<file path="src/rtl/flappy_game_ctrl.sv">
`timescale 1ns/1ps
`default_nettype none
// ============================================================================
// Module   : flappy_game_ctrl
// Brief    : Flappy-bird game state machine: bird physics, pipe scroll, BCD score.
// Revision : 1.0
// ============================================================================
module flappy_game_ctrl #(
    parameter int Y_START      = 240,
    parameter int Y_MAX        = 464,
    parameter int FLAP_VEL     = -8,
    parameter int GRAVITY      = 1,
    parameter int VEL_MAX      = 8,
    parameter int PIPE_X_START = 640,
    parameter int PIPE_SPEED   = 2
) (
    input  logic              clk,
    input  logic              rst,
    input  logic              frame_tick,
    input  logic              flap,
    input  logic              collide,
    output logic [1:0]        state,
    output logic [9:0]        bird_y,
    output logic signed [5:0] bird_vel,
    output logic [9:0]        pipe_x,
    output logic [2:0]        gap_sel,
    output logic [15:0]       score
);
    typedef enum logic [1:0] {
        S_IDLE  = 2'd0,
        S_PLAY  = 2'd1,
        S_DYING = 2'd2,
        S_OVER  = 2'd3
    } state_t;

    localparam logic [9:0]        c_y_start    = 10'(Y_START);
    localparam logic [9:0]        c_y_max      = 10'(Y_MAX);
    localparam logic signed [5:0] c_flap_vel   = 6'(FLAP_VEL);
    localparam logic signed [6:0] c_gravity    = 7'(GRAVITY);
    localparam logic signed [6:0] c_vel_max    = 7'(VEL_MAX);
    localparam logic [9:0]        c_pipe_start = 10'(PIPE_X_START);
    localparam logic [9:0]        c_pipe_speed = 10'(PIPE_SPEED);
    localparam logic [7:0]        c_lfsr_seed  = 8'hA5;

    state_t             r_state;
    logic [9:0]         r_bird_y;
    logic signed [5:0]  r_bird_vel;
    logic [9:0]         r_pipe_x;
    logic [2:0]         r_gap_sel;
    logic [15:0]        r_score;
    logic               r_pending;
    logic [7:0]         r_lfsr;

    logic signed [11:0] w_sum;
    logic signed [6:0]  w_vel_inc;
    logic signed [5:0]  w_vel_grav;
    logic signed [5:0]  w_vel_play;
    logic [9:0]         w_y_next;
    logic               w_pending;
    logic               w_below;
    logic               w_floor;
    logic               w_reload;
    logic               w_fb;

    // Four-digit BCD increment that sticks at 9999.
    function automatic logic [15:0] bcd_inc(input logic [15:0] v);
        logic [15:0] r;
        logic        carry;
        r     = v;
        carry = 1'b1;
        if (v != 16'h9999) begin
            for (int i = 0; i < 4; i++) begin
                if (carry) begin
                    if (r[4*i +: 4] == 4'd9) begin
                        r[4*i +: 4] = 4'd0;
                    end else begin
                        r[4*i +: 4] = r[4*i +: 4] + 4'd1;
                        carry       = 1'b0;
                    end
                end
            end
        end
        return r;
    endfunction

    always_comb begin
        w_pending  = r_pending | flap;
        w_sum      = $signed({2'b00, r_bird_y}) + $signed({{6{r_bird_vel[5]}}, r_bird_vel});
        w_below    = w_sum[11];
        w_floor    = !w_sum[11] && (w_sum[10:0] >= {1'b0, c_y_max});
        w_vel_inc  = $signed({r_bird_vel[5], r_bird_vel}) + c_gravity;
        w_vel_grav = (w_vel_inc > c_vel_max) ? c_vel_max[5:0] : w_vel_inc[5:0];
        // A pending flap wins over the ceiling stop.
        w_vel_play = w_pending ? c_flap_vel : (w_below ? 6'sd0 : w_vel_grav);
        w_y_next   = w_below ? 10'd0 : (w_floor ? c_y_max : w_sum[9:0]);
        w_reload   = (r_pipe_x <= c_pipe_speed);
        w_fb       = r_lfsr[7] ^ r_lfsr[5] ^ r_lfsr[4] ^ r_lfsr[3];
    end

    always_ff @(posedge clk or posedge rst) begin
        if (rst) begin
            r_state    <= S_IDLE;
            r_bird_y   <= c_y_start;
            r_bird_vel <= 6'sd0;
            r_pipe_x   <= c_pipe_start;
            r_gap_sel  <= 3'd0;
            r_score    <= 16'h0000;
            r_pending  <= 1'b0;
            r_lfsr     <= c_lfsr_seed;
        end else begin
            r_lfsr <= {r_lfsr[6:0], w_fb};
            case (r_state)
                S_IDLE: begin
                    r_bird_y   <= c_y_start;
                    r_bird_vel <= 6'sd0;
                    r_pipe_x   <= c_pipe_start;
                    r_pending  <= 1'b0;
                    if (flap) begin
                        r_state    <= S_PLAY;
                        r_bird_vel <= c_flap_vel;
                        r_score    <= 16'h0000;
                    end
                end
                S_PLAY: begin
                    // A collision pre-empts everything else in the same cycle.
                    if (collide) begin
                        r_state   <= S_DYING;
                        r_pending <= 1'b0;
                    end else if (frame_tick) begin
                        r_pending  <= 1'b0;
                        r_bird_y   <= w_y_next;
                        r_bird_vel <= w_vel_play;
                        if (w_floor) begin
                            r_state <= S_OVER;
                        end
                        if (w_reload) begin
                            r_pipe_x  <= c_pipe_start;
                            r_gap_sel <= r_lfsr[2:0];
                            r_score   <= bcd_inc(r_score);
                        end else begin
                            r_pipe_x <= r_pipe_x - c_pipe_speed;
                        end
                    end else if (flap) begin
                        r_pending <= 1'b1;
                    end
                end
                S_DYING: begin
                    if (frame_tick) begin
                        r_bird_y   <= w_y_next;
                        r_bird_vel <= w_vel_grav;
                        if (w_floor) begin
                            r_state <= S_OVER;
                        end
                    end
                end
                S_OVER: begin
                    if (flap) begin
                        r_state    <= S_IDLE;
                        r_bird_y   <= c_y_start;
                        r_bird_vel <= 6'sd0;
                        r_pipe_x   <= c_pipe_start;
                    end
                end
                default: r_state <= S_IDLE;
            endcase
        end
    end

    assign state    = r_state;
    assign bird_y   = r_bird_y;
    assign bird_vel = r_bird_vel;
    assign pipe_x   = r_pipe_x;
    assign gap_sel  = r_gap_sel;
    assign score    = r_score;
endmodule
`default_nettype wire

</file>
<file path="config.mk">
export PLATFORM = sky130hd
export DESIGN_NAME = flappy_game_ctrl
export DESIGN_NICKNAME = d
export VERILOG_FILES = /design/src/rtl/flappy_game_ctrl.sv
export SDC_FILE = /design/constraint.sdc
export NUM_CORES = 1
export LEC_CHECK = 0
export ABC_AREA = 1
export CAP_MARGIN = 20
export CORE_MARGIN = 2
export CORE_UTILIZATION = 55
export CTS_BUF_LIST = sky130_fd_sc_hd__clkbuf_8
export CTS_CLUSTER_SIZE = 28
export DETAILED_ROUTE_END_ITERATION = 12
export PLACE_DENSITY = 0.8
export SYNTH_ARGS = -nofsm -noshare
export SYNTH_HDL_FRONTEND = slang
export SYNTH_SLANG_ARGS = --single-unit
</file>
<file path="constraint.sdc">
create_clock -name clk -period 7.03 [get_ports clk]
set_clock_uncertainty 0.15 [all_clocks]
set_input_delay 1.0545 -clock clk [delete_from_list [all_inputs] [get_ports clk]]
set_output_delay 1.0545 -clock clk [all_outputs]
set_load 0.02 [all_outputs]
</file>
# Word-level counts from Yosys, hierarchy flattened
# Index checks and enable logic that the tools add are counted.
# totals
ff_bits	56
inputBits	5
out_inout_bits	47
wordCells	123
# op_classes
addsub	7
n_lt_le_gt_ge	3
n_eq_ne	19
muxes	63
n_bitwise	5
n_reduce_logical	15
# ops
cell	n
two-way mux 10 bit	9
two-way mux 16 bit	5
two-way mux 6 bit	8
one-hot mux 10 bit (4 select lines)	1
one-hot mux 16 bit (2 select lines)	1
one-hot mux 10 bit (3 select lines)	1
two-way mux 4 bit	7
one-hot mux 6 bit (4 select lines)	1
two-way mux 1 bit	23
AND reduction 7 bit	3
!= test 2 bit, second input constant	10
adder 4 x 1 -> 4 bit, second input constant	4
== test 4 bit, second input constant	4
!= test 16 bit, second input constant	1
adder 11 x 6 -> 12 bit	1
AND reduction 4 bit	3
>= comparator 11 x 9 -> 1 bit, second input constant	1
less-or-equal comparator 10 x 2 -> 1 bit, second input constant	1
two-way mux 2 bit	5
subtractor 10 x 2 -> 10 bit, second input constant	1
one-hot mux 2 bit (4 select lines)	1
adder 6 x 2 -> 7 bit, second input constant	1
> comparator 7 x 5 -> 1 bit, second input constant	1
AND reduction 2 bit	3
13 further kinds	16

# Depth between registers and ports, before layout
# Gate-level depths: netlist of run 1.
# logic_depth
word_depth	25
mapped_depth	18
ltp_nobuf	18

# Worst setup path before layout of run 1
# OpenSTA, ideal clock, no wires.
# synth_path
kind	input to register
startpoint	input port collide
endpoint	register r_score[10], in the netlist score[10]
setup_ps	123
arrival_time_ps	2108
t_required_ps	6757
slack_ps	4649
path_stages	11
n_path_buf	1
path_cell_list	nand2_1 inv_2 nor2_4 inv_2 nor3_4 nand3_4 nor2_4 buf_6 nand2_4 nor3b_1 nor3_1
# synth_via
elab_chain_cells	2
# synth_lines
item	line_no	rtl
start: declaration	21	input logic collide,
!= test 2 bit (no line)	--	
AND reduction 7 bit (no line)	--	
end signal: assignment	139	r_score <= bcd_inc(r_score);
end: declaration	50	logic [15:0] r_score;
# No other way between the ends.
# A chain may end at the register's enable or synchronous reset.

# Worst setup path in the final report of run 1
# layout_path
startpoint	input port flap
endpoint	register r_bird_y[2], in the netlist bird_y[2]
# layout_via
elab_chain_cells	2
# layout_lines
item	line_no	rtl
start: declaration	20	input logic flap,
!= test 2 bit (no line)	--	
AND reduction 2 bit (no line)	--	
end signal: assignment	103	r_bird_y <= c_y_start;
end signal: assignment	114	r_bird_y <= c_y_start;
end signal: assignment	131	r_bird_y <= w_y_next;
end: declaration	46	logic [9:0] r_bird_y;
# No other way between the ends.

==> metrics.txt, run 1 <==
xor/xnor share of the synthesized area=under 10%; Total GRT Usage=about 23%; mux cell area share after synthesis=0.929%; slowest stage delay, CP=between 0.5 and 0.6 ns; Hold Crit Class=flip-flop to flip-flop; CTS Sinks=55; pins over their slew limit=0; syn_area_per_cell=between 7 and 8 um2; number of global-route vias before repair=a little over 3000; CTS Buffer Depth=2; clock slew at reported path FFs=0.10 ns; via count=~3300; setup TNS=0 ns; WL per Instance=approximately 13 um; Slew Limit Headroom=roughly 55%; FF-to-FF setup slack=around 4.3 ns; critical path class=primary input to flip-flop; final setup violation count=0; final hold violation count=0; IO Pins=52; ANT nets after route=0; Slew @ Worst Pin=between 0.6 and 0.7 ns; Critical Path Fanout Max=7; Routability Congestion=around 0.90; post-CTS sizing=0; Setup crit end kind=flip-flop; YS warnings=0; hold_buf cts=0; CTS Buf Count=5; RSZ-0062 raised after global routing=false; ys async rst share=between 90% and 100%; required time of the critical path=7.11 ns; Max Fclk=344 MHz; M3 GR Usage=between 4 and 5%; top post-synthesis cells by area=dfrtp_1 31%, nand2_1 12%, ha_1 8.6%; most used cell, CP=inv_1; later-pin clock latency in the skew report=~0.31 ns; initial antenna violation count=0; crit path DAT=~3 ns; First-pass DRT Iterations=7; grt met2 use=between 30 and 40%; Buf+Inv Stages, Crit Path=5; residual DRC count=0; DP HPWL=6.17 mm; routing usage on met1=approximately 31%; Most Crowded Layer GR=met2; Core Area=~6400 um2; Overflow after GRT=0; Post-Synth Simple-Gate Area=31.4%; Initial Util=between 50% and 60%; setup bufs post-CTS=0; synth unique cells=50; row count=29; EDFF count, synth=0; outcome=completed; Synth Register Bits=55; first-pass GRT wire length=about 14 mm; min Tclk post-route=2.91 ns; Main synth FF type=dfrtp_1; Seq/Total Area, Yosys=between 30% and 40%; WHS=0.213 ns; max cap viols=0; largest family of logic cells by synthesized area=simple AND/OR/NAND/NOR gates; WL final=about 8 mm; period utilization=around two fifths; via density per instance=about 5.4; Cell Chain, Critical Path=clkdlybuf4s50_1, inv_1, nand2_1, inv_1, nor2_1, inv_1, a21oi_2, nand2_1, inv_1, nand4_1, o21ai_0; antenna cells=0; share of cells above drive strength 1=a little over 9%; Leak=2.13 nW; PortBufs=50; cell taking the most area after synthesis=dfrtp_1; root buf cell=clkbuf_8; VDD IR max=0.241 mV; Nets=about 560; Post-Synth Adder-Cell Area=between 9 and 10%; P per Cell Area=roughly 440 nW/um2; Die Span Y=about 85 um; share of the synthesized area in the top cell type=between 30 and 40%; Mapped Nets=502; die footprint=approximately 7300 um2; P&R area growth vs syn=18.2%; CP top delay family=buffers and inverters; die width=85.3 um; pin count of the biggest net entering global routing=56; Worst setup SP type=primary input; initial DRC count=about 210; CTS tree=built; H-tree depth=2; Syn Inst Count=471; compound-gate portion of the synthesized area=9.91%; Post-Synthesis Cell Area=about 3600 um2; Slowest cell on crit path=clkdlybuf4s50_1
[final timing paths]
kind,start,endpoint,cells after the start
worst max-delay path,flap,bird_y[2]$_DFFE_PP0P_,11
worst min-delay path,r_lfsr[6]$_DFF_PP0_,r_lfsr[7]$_DFF_PP1_,0
worst max register to register,bird_vel[0]$_DFFE_PP0P_,state[1]$_DFFE_PP0P_,18
worst min register to register,r_lfsr[6]$_DFF_PP0_,r_lfsr[7]$_DFF_PP1_,0
max in group asynchronous,rst,pipe_x[5]$_DFFE_PP0P_,3
min in group asynchronous,rst,bird_y[8]$_DFFE_PP0P_,3
[report_power, final]
group	internal [W]	leakage [nW]	switching, W	total, W
Combinational	0.000450	1.37	0.000769	0.00122
Sequential	0.000409	0.708	0.000107	0.000516
Clock	0.0000703	0.0460	0.000103	0.000173
Total	0.000929	2.13	0.000979	0.00191
[routing by layer]
metal / share of wire (%) / routed length, um
met1: 46 / 3600
met2: 48 / 3800
met3: 4.6 / 367
met4: 1.6 / 126
met5: 0 / 0
[cells by family (layout without fill, tap and decap cells)]
logic type      Yosys count  after routing
simple gates            241            241
buf+inv                  79            135
compound gates           60             60
flops                    55             55
fa+ha+maj                26             26
xor+xnor                  6              6
mux                       3              3
other cells               1              1
[cell type report]
cell class                 count  area [um2]
clock buffer                   5        68.8
timing repair buffer          51         508
sequential                    55        1390
tap                           77        96.3
clock inverter                 3        20.0
multi-input combinational    337        1930
inverter                      76         289
fill                         540        2090
[registers in the layout, summed over array words and instances (netlist names)]
signal     flops
bird_vel       6
bird_y        10
gap_sel        3
pipe_x         9
r_lfsr         8
r_pending      1
score         16
state          2
[stage by stage]
| stage | cells | utilization [%] | total power [W] | area (um2) | setup slack, ns |
|---|---|---|---|---|---|
| final | 604 | 67.3 | 0.00191 | 4300 | 4.12 |
| after global routing | 604 | 67.3 | 0.00210 | 4300 | 3.99 |
| after CTS | 604 | 67.3 | 0.00191 | 4300 | 4.14 |
| after detailed placement | 596 | 65.9 | 0.00173 | 4210 | 3.81 |
| after global placement | 596 | 65.9 | 0.00169 | 4210 | 3.89 |
| after floorplan | 471 | - | 0.00138 | 3640 | 4.50 |
[layout by cell type, fill, tap and decap left out, drive strengths merged, types with 4 or more instances in the layout]
cell type	n
a21oi	21
clkbuf	5
clkdlybuf4s50	50
dfrtp	45
dfstp	10
ha	25
inv	77
nand2	120
nand3	36
nand4	12
nor2	54
nor3	8
o21ai	19
o31ai	5
xnor2	4
[cells in the mapped netlist, types with 2 or more instances]
library cell	instances
nand3_2	3
nor3_1	6
o31ai_1	5
dfrtp_1	45
or2_1	2
nor3_4	2
a21oi_1	20
nand2_2	2
inv_1	69
nor2_2	2
o41ai_1	2
nand2_1	117
ha_1	25
a31oi_1	3
inv_2	5
nand3b_1	2
xnor2_1	4
nand4_1	12
dfstp_2	10
nor2_4	5
nand3_1	32
o21ai_0	16
nor4_1	2
mux2_2	3
nor2_1	47
o22ai_1	3
a21o_1	2
xor2_1	2
o21ai_1	2
Power figures use the tool's default switching activity.
==> run 2, diff against run 1 <==
- clock period: 7.03 -> 2.68 ns (I/O delays scaled with it)
==> run 2 against run 1 <==
Against the previous run:
- count of clock-buffer cells in the layout did not move
- non-clock buffer count rose by 13
- wire length rose by 7.4%
- hold slack improved by 0.00060 ns
- first-iteration DRC count fell by 11%
- register-to-register slack got worse by 4.1 ns
- final cell count rose by 2.2%
- largest power group unchanged
==> metrics.txt, run 2 (synthesis results as in run 1) <==
Critical Path Fanout Max=8 (+1); root buf cell=clkbuf_8; WL final=8.49 mm (+7.4%); Int Power=0.00267 W (+190%); VDD IR max=0.811 mV (+240%); Routability Congestion=0.933 (+3.9%); final hold violation count=0 (unchanged); CTS Sinks=55 (unchanged); DP HPWL=6.44 mm (+4.3%); Worst R2R End=bird_vel[3]$_DFFE_PP0P_; slowest stage delay, CP=0.50 ns (-0.04 ns); share of cells above drive strength 1=12.8% (+3.5 points); Hold Crit Class=flip-flop to flip-flop; sequential cell fraction of total power=24.9% (-2.1 points); crit path DAT=2.55 ns (-0.44 ns); Cell Chain, Critical Path=ha_1, nand2_1, inv_1, a21oi_1, or2_1, nand3_1, nand2_1, nand2_2, inv_2, o21ai_2, nand2_1, nand2_1, nand2_1, nand2_1; FF-to-FF setup slack=0.19 ns (-4.11 ns); via density per instance=5.35 (-0.94%); CP top delay family=simple AND/OR/NAND/NOR gates; required time of the critical path=2.74 ns (-4.37 ns); CTS Buffer Depth=2 (unchanged); period utilization=between 90 and 100%; Overflow after GRT=0 (unchanged); antenna cells=0 (unchanged); ANT nets after route=0 (unchanged); IO Pins=52 (unchanged); die footprint=7280 um2 (unchanged); Largest register FFs=16 (unchanged); Setup crit end kind=flip-flop; outcome=completed; Comb pwr share=64.2% (+0.3 points); commonest non-fill, non-tap cell in the layout=nand2_1; initial antenna violation count=0 (unchanged); worst r2r path cells=14 (-4); residual DRC count=0 (unchanged); via count=3304 (+1.2%); max cap viols=0 (unchanged); WHS=0.214 ns (+0.000604 ns); Leak=2.20 nW (+3.5%); later-pin clock latency in the skew report=0.31 ns (about the same); Sw Share=49.9% (-1.4 points); HP Start=r_lfsr[6]$_DFF_PP0_; Critical R2R Launch=bird_vel[5]$_DFFE_PP0P_; Clock power frac=10.9% (+1.8 points); Buf+Inv Stages, Crit Path=2 (-3); pin count of the biggest net entering global routing=56 (unchanged); row count=29 (unchanged); critical path class=flip-flop to flip-flop; CTS Buf Count=5 (unchanged); P_sw=0.00266 W (+170%); initial DRC count=189 (-11%); Slew @ Worst Pin=0.509 ns (-0.172 ns); hold_buf cts=0 (unchanged); P&R area growth vs syn=22.3%; Worst setup SP type=flip-flop; WL per Instance=13.8 um (+5.2%); most used cell, CP=nand2_1; most frequent cells in the layout=116 x nand2_1, 67 x inv_1, 50 x clkdlybuf4s50_1, 47 x nor2_1, 44 x dfrtp_1; Slew Limit Headroom=65.8% (+11 points); pins over their slew limit=0 (unchanged); setup TNS=0 ns (unchanged); Hold Path Depth=0 (unchanged); die width=85.3 um (unchanged); number of global-route vias before repair=3120 (+0.61%); Slowest cell on crit path=dfrtp_1; clock slew at reported path FFs=0.11 ns (about the same); Nets=570 (+2.3%); Hold EP=r_lfsr[7]$_DFF_PP1_; H-tree depth=2 (unchanged); First-pass DRT Iterations=5 (-2); PortBufs=50 (unchanged); Die Span Y=85.3 um (unchanged); final setup violation count=0 (unchanged); Initial Util=57.0% (unchanged); Total GRT Usage=24.3% (+1.1 points); Core Area=6390 um2 (unchanged); CTS tree=built; Max Fclk=402 MHz; P per Cell Area=1200 nW/um2 (+170%); RSZ-0062 raised after global routing=false; min Tclk post-route=between 2 and 2.5 ns; first-pass GRT wire length=14.4 mm (+4.5%)
## run 2: metrics by stage
step	utilization [%]	worst slack, ns	power, W	cells	area (um2)
6_report	69.6	0.194	0.00533	617	4450
5_1_grt	69.6	0.00339	0.00581	617	4450
4_1_cts	69.1	0.00974	0.00527	614	4410
3_5_place_dp	67.3	0.0533	0.00467	606	4300
3_3_place_gp	67.3	0.100	0.00459	606	4300
2_1_floorplan	-	0.304	0.00363	471	3640
## run 2: worst max path at each step
| stage | slack, ns | to | cells past startpoint | startpoint |
|---|---|---|---|---|
| 2_1_floorplan | 0.30 | state[1]$_DFFE_PP0P_ | 18 | bird_vel[0]$_DFFE_PP0P_ |
| 3_3_place_gp | 0.10 | state[1]$_DFFE_PP0P_ | 18 | bird_vel[0]$_DFFE_PP0P_ |
| 3_5_place_dp | 0.05 | state[1]$_DFFE_PP0P_ | 18 | bird_vel[0]$_DFFE_PP0P_ |
| 4_1_cts | 0.01 | state[1]$_DFFE_PP0P_ | 18 | bird_vel[0]$_DFFE_PP0P_ |
| 5_1_grt | 0.003 | score[10]$_DFFE_PP0P_ | 13 | state[1]$_DFFE_PP0P_ |
| 6_report | 0.19 | bird_vel[3]$_DFFE_PP0P_ | 14 | bird_vel[5]$_DFFE_PP0P_ |
## run 2: area by class of cell
type | instances | area [um2]
multi-input combinational | 337 | 1940
timing repair buffer | 64 | 618
clock inverter | 3 | 47.5
inverter | 76 | 289
sequential | 55 | 1390
clock buffer | 5 | 68.8
tap | 77 | 96.3
fill | 518 | 1940
## run 2: per-layer routing
layer	GRT usage [%]	part of all wire [%]	up-vias
li1	-	-	1656
met4	5.05	0.71	0
met1	34.2	47	1550
met3	3.31	4.5	4
met5	0	0	-
met2	40.2	48	94
## run 2: power groups by stage
stage / logic (W) / clock network [W] / registers [W]
after floorplan: 0.00208 / 0 / 0.00155
after global placement: 0.00326 / 0 / 0.00133
after detailed placement: 0.00333 / 0 / 0.00134
after CTS: 0.00335 / 0.000593 / 0.00133
after global routing: 0.00383 / 0.000619 / 0.00136
final: 0.00342 / 0.000581 / 0.00133
## run 2: what timing repair did
item	CTS	global route
gates resized for setup	0	6
setup endpoints to repair	0	16
buffers inserted	0	3
## run 2: worst register-to-register path, stage by stage, from the launching register on
cell,delay [ns]
dfrtp_1,0.50
ha_1,0.38
nand2_1,0.14
inv_1,0.05
a21oi_1,0.23
or2_1,0.18
nand3_1,0.11
nand2_1,0.09
nand2_2,0.12
inv_2,0.12
o21ai_2,0.07
nand2_1,0.06
nand2_1,0.06
nand2_1,0.07
nand2_1,0.05
==> run 3, diff against run 2 <==
- SETUP_SLACK_MARGIN: not set -> 0.3
==> run 3 against run 2 <==
Against the previous run:
- register-to-register slack improved by 0.12 ns
- sequential cell count did not move
- worst setup slack improved by 0.12 ns
- final cell count rose by 2.8%
- fmax rose by 4.9%
- hold slack barely moved
- critical path type unchanged
- largest cell class unchanged
- highest routed layer unchanged
==> metrics.txt, run 3 (synthesis results as in run 1) <==
Slew Limit Headroom=65.0% (-0.84 points); critical path class=flip-flop to flip-flop; Top Metal Used=met4; VDD IR max=0.818 mV (+0.96%); commonest non-fill, non-tap cell in the layout=nand2_1; share of cells above drive strength 1=24.8% (+12 points); IO Pins=52 (unchanged); antenna cells=0 (unchanged); Hold Path Depth=0 (unchanged); Max Fclk=422 MHz (+4.9%); final hold violation count=0 (unchanged); die footprint=7280 um2 (unchanged); Core Area=6390 um2 (unchanged); H-tree depth=2 (unchanged); Setup crit end kind=flip-flop; routed length on met1=4.15 mm (+3.5%); Routability Congestion=0.933 (unchanged); required time of the critical path=2.72 ns (-0.02 ns); CTS tree=built; CTS Sinks=55 (unchanged); P per Cell Area=1250 nW/um2 (+4.3%); initial antenna violation count=0 (unchanged); die width=85.3 um (unchanged); CTS Buffer Depth=2 (unchanged); Worst setup SP type=flip-flop; number of global-route vias before repair=3140 (+0.64%); most frequent cells in the layout=101 x nand2_1, 62 x inv_1, 50 x clkdlybuf4s50_1, 41 x dfrtp_1, 40 x nor2_1; outcome=completed; pin count of the biggest net entering global routing=56 (unchanged); ANT nets after route=0 (unchanged); CTS Buf Count=5 (unchanged); residual DRC count=0 (unchanged); Die Span Y=85.3 um (unchanged); later-pin clock latency in the skew report=0.31 ns (about the same); RSZ-0062 raised after global routing=true; most used cell, CP=nand2_1; WL per Instance=14.5 um (+5.3%); Hold Crit Class=flip-flop to flip-flop; Hold EP=r_lfsr[7]$_DFF_PP1_; first-pass GRT wire length=14.7 mm (+1.7%); Overflow after GRT=0 (unchanged); clock slew at reported path FFs=0.11 ns (about the same); Slowest cell on crit path=dfrtp_2; initial DRC count=198 (+4.8%); slowest stage delay, CP=0.55 ns (+0.05 ns); HP Start=r_lfsr[6]$_DFF_PP0_; Initial Util=57.0% (unchanged); Place WS=0.0533 ns (unchanged); max cap viols=0 (unchanged); Leak=2.30 nW (+4.5%); Worst R2R End=state[1]$_DFFE_PP0P_; worst r2r path cells=17 (+3); First-pass DRT Iterations=5 (unchanged); Nets=587 (+3.0%); setup ws final=0.309 ns (+0.115 ns); pins over their slew limit=0 (unchanged); Critical R2R Launch=bird_vel[5]$_DFFE_PP0P_; final setup violation count=0 (unchanged); Total GRT Usage=24.7% (+0.39 points); metal3 WL=404 um (+6.9%); WL met2=4.48 mm (+11%); period utilization=88.5% (-4.3 points); PortBufs=50 (unchanged); Critical Path Fanout Max=8 (unchanged); Pwr Total=0.00604 W (+13%); crit path DAT=2.41 ns (-0.14 ns); WL final=9.18 mm (+8.2%); Largest register FFs=16 (unchanged); min Tclk post-route=2.37 ns (-0.115 ns); Cell Chain, Critical Path=ha_4, nand2_4, inv_1, nand2_2, nand2_1, nand2_1, nand3_1, nand2_1, nand2_1, nor2_2, nand2_2, nand3_2, nand2_1, nand2_1, nand2_1, nand2_1, nand2_1; setup TNS=0 ns (unchanged); via density per instance=5.45 (+1.8%); DP HPWL=6.44 mm (unchanged); P&R area growth vs syn=32.8%; FF-to-FF setup slack=0.31 ns (+0.12 ns); via count=3455 (+4.6%); row count=29 (unchanged); root buf cell=clkbuf_8; Slew @ Worst Pin=0.521 ns (+0.0125 ns)
[run 3: worst max path at each step]
| stage | start | to | slack (ns) | depth (start not counted) |
|---|---|---|---|---|
| 5_1_grt | bird_y[0]$_DFFE_PP0P_ | state[1]$_DFFE_PP0P_ | 0.20 | 18 |
| 4_1_cts | bird_y[4]$_DFFE_PP1P_ | state[1]$_DFFE_PP0P_ | 0.29 | 17 |
| 3_3_place_gp | bird_vel[0]$_DFFE_PP0P_ | state[1]$_DFFE_PP0P_ | 0.10 | 18 |
| 6_report | bird_vel[5]$_DFFE_PP0P_ | state[1]$_DFFE_PP0P_ | 0.31 | 17 |
| 2_1_floorplan | bird_vel[0]$_DFFE_PP0P_ | state[1]$_DFFE_PP0P_ | 0.30 | 18 |
| 3_5_place_dp | bird_vel[0]$_DFFE_PP0P_ | state[1]$_DFFE_PP0P_ | 0.05 | 18 |
[run 3: critical path: cells and delay by family (launching register included)]
kind | cells | cell delay (ns)
AND/OR/NAND/NOR | 15 | 1.18
flip-flops | 1 | 0.55
adder cells (fa/ha/maj) | 1 | 0.33
buffers and inverters | 1 | 0.05
[run 3: metrics by stage]
step | util, % | hold WS [ns] | std cells | instance area, um2
3_5_place_dp | 67.3 | 0.194 | 606 | 4300
6_report | 75.6 | 0.213 | 634 | 4830
3_3_place_gp | 67.3 | 0.190 | 606 | 4300
5_1_grt | 75.6 | 0.233 | 634 | 4830
2_1_floorplan | - | 0.183 | 471 | 3640
4_1_cts | 70.6 | 0.216 | 618 | 4510
[run 3: routing by layer]
metal / vias to the layer above / track usage (%)
li1: 1693 / -
met1: 1638 / 34.4
met2: 107 / 40.9
met3: 17 / 3.50
met4: 0 / 5.63
met5: - / 0
[run 3: power breakdown]
| group | internal [W] | switching (W) | total [W] |
|---|---|---|---|
| combinational | 0.00169 | 0.00241 | 0.00410 |
| sequential | 0.00108 | 0.000284 | 0.00136 |
| clock | 0.000284 | 0.000299 | 0.000583 |
[run 3: what timing repair did]
item / in CTS / in global routing
resized for setup: 11 / 60
endpoints found under the setup margin: 25 / 28
pin swaps: 1 / 38
hold buffers: 0 / 0
buffers inserted: 4 / 16
[run 3: area by class of cell]
class / count / area [um2]
multi-input cells: 337 / 2180
clock buffers: 5 / 68.8
well taps: 77 / 96.3
clock inverters: 3 / 47.5
inverters: 76 / 294
fillers: 463 / 1560
repair buffers: 81 / 746
flip-flops and latches: 55 / 1390
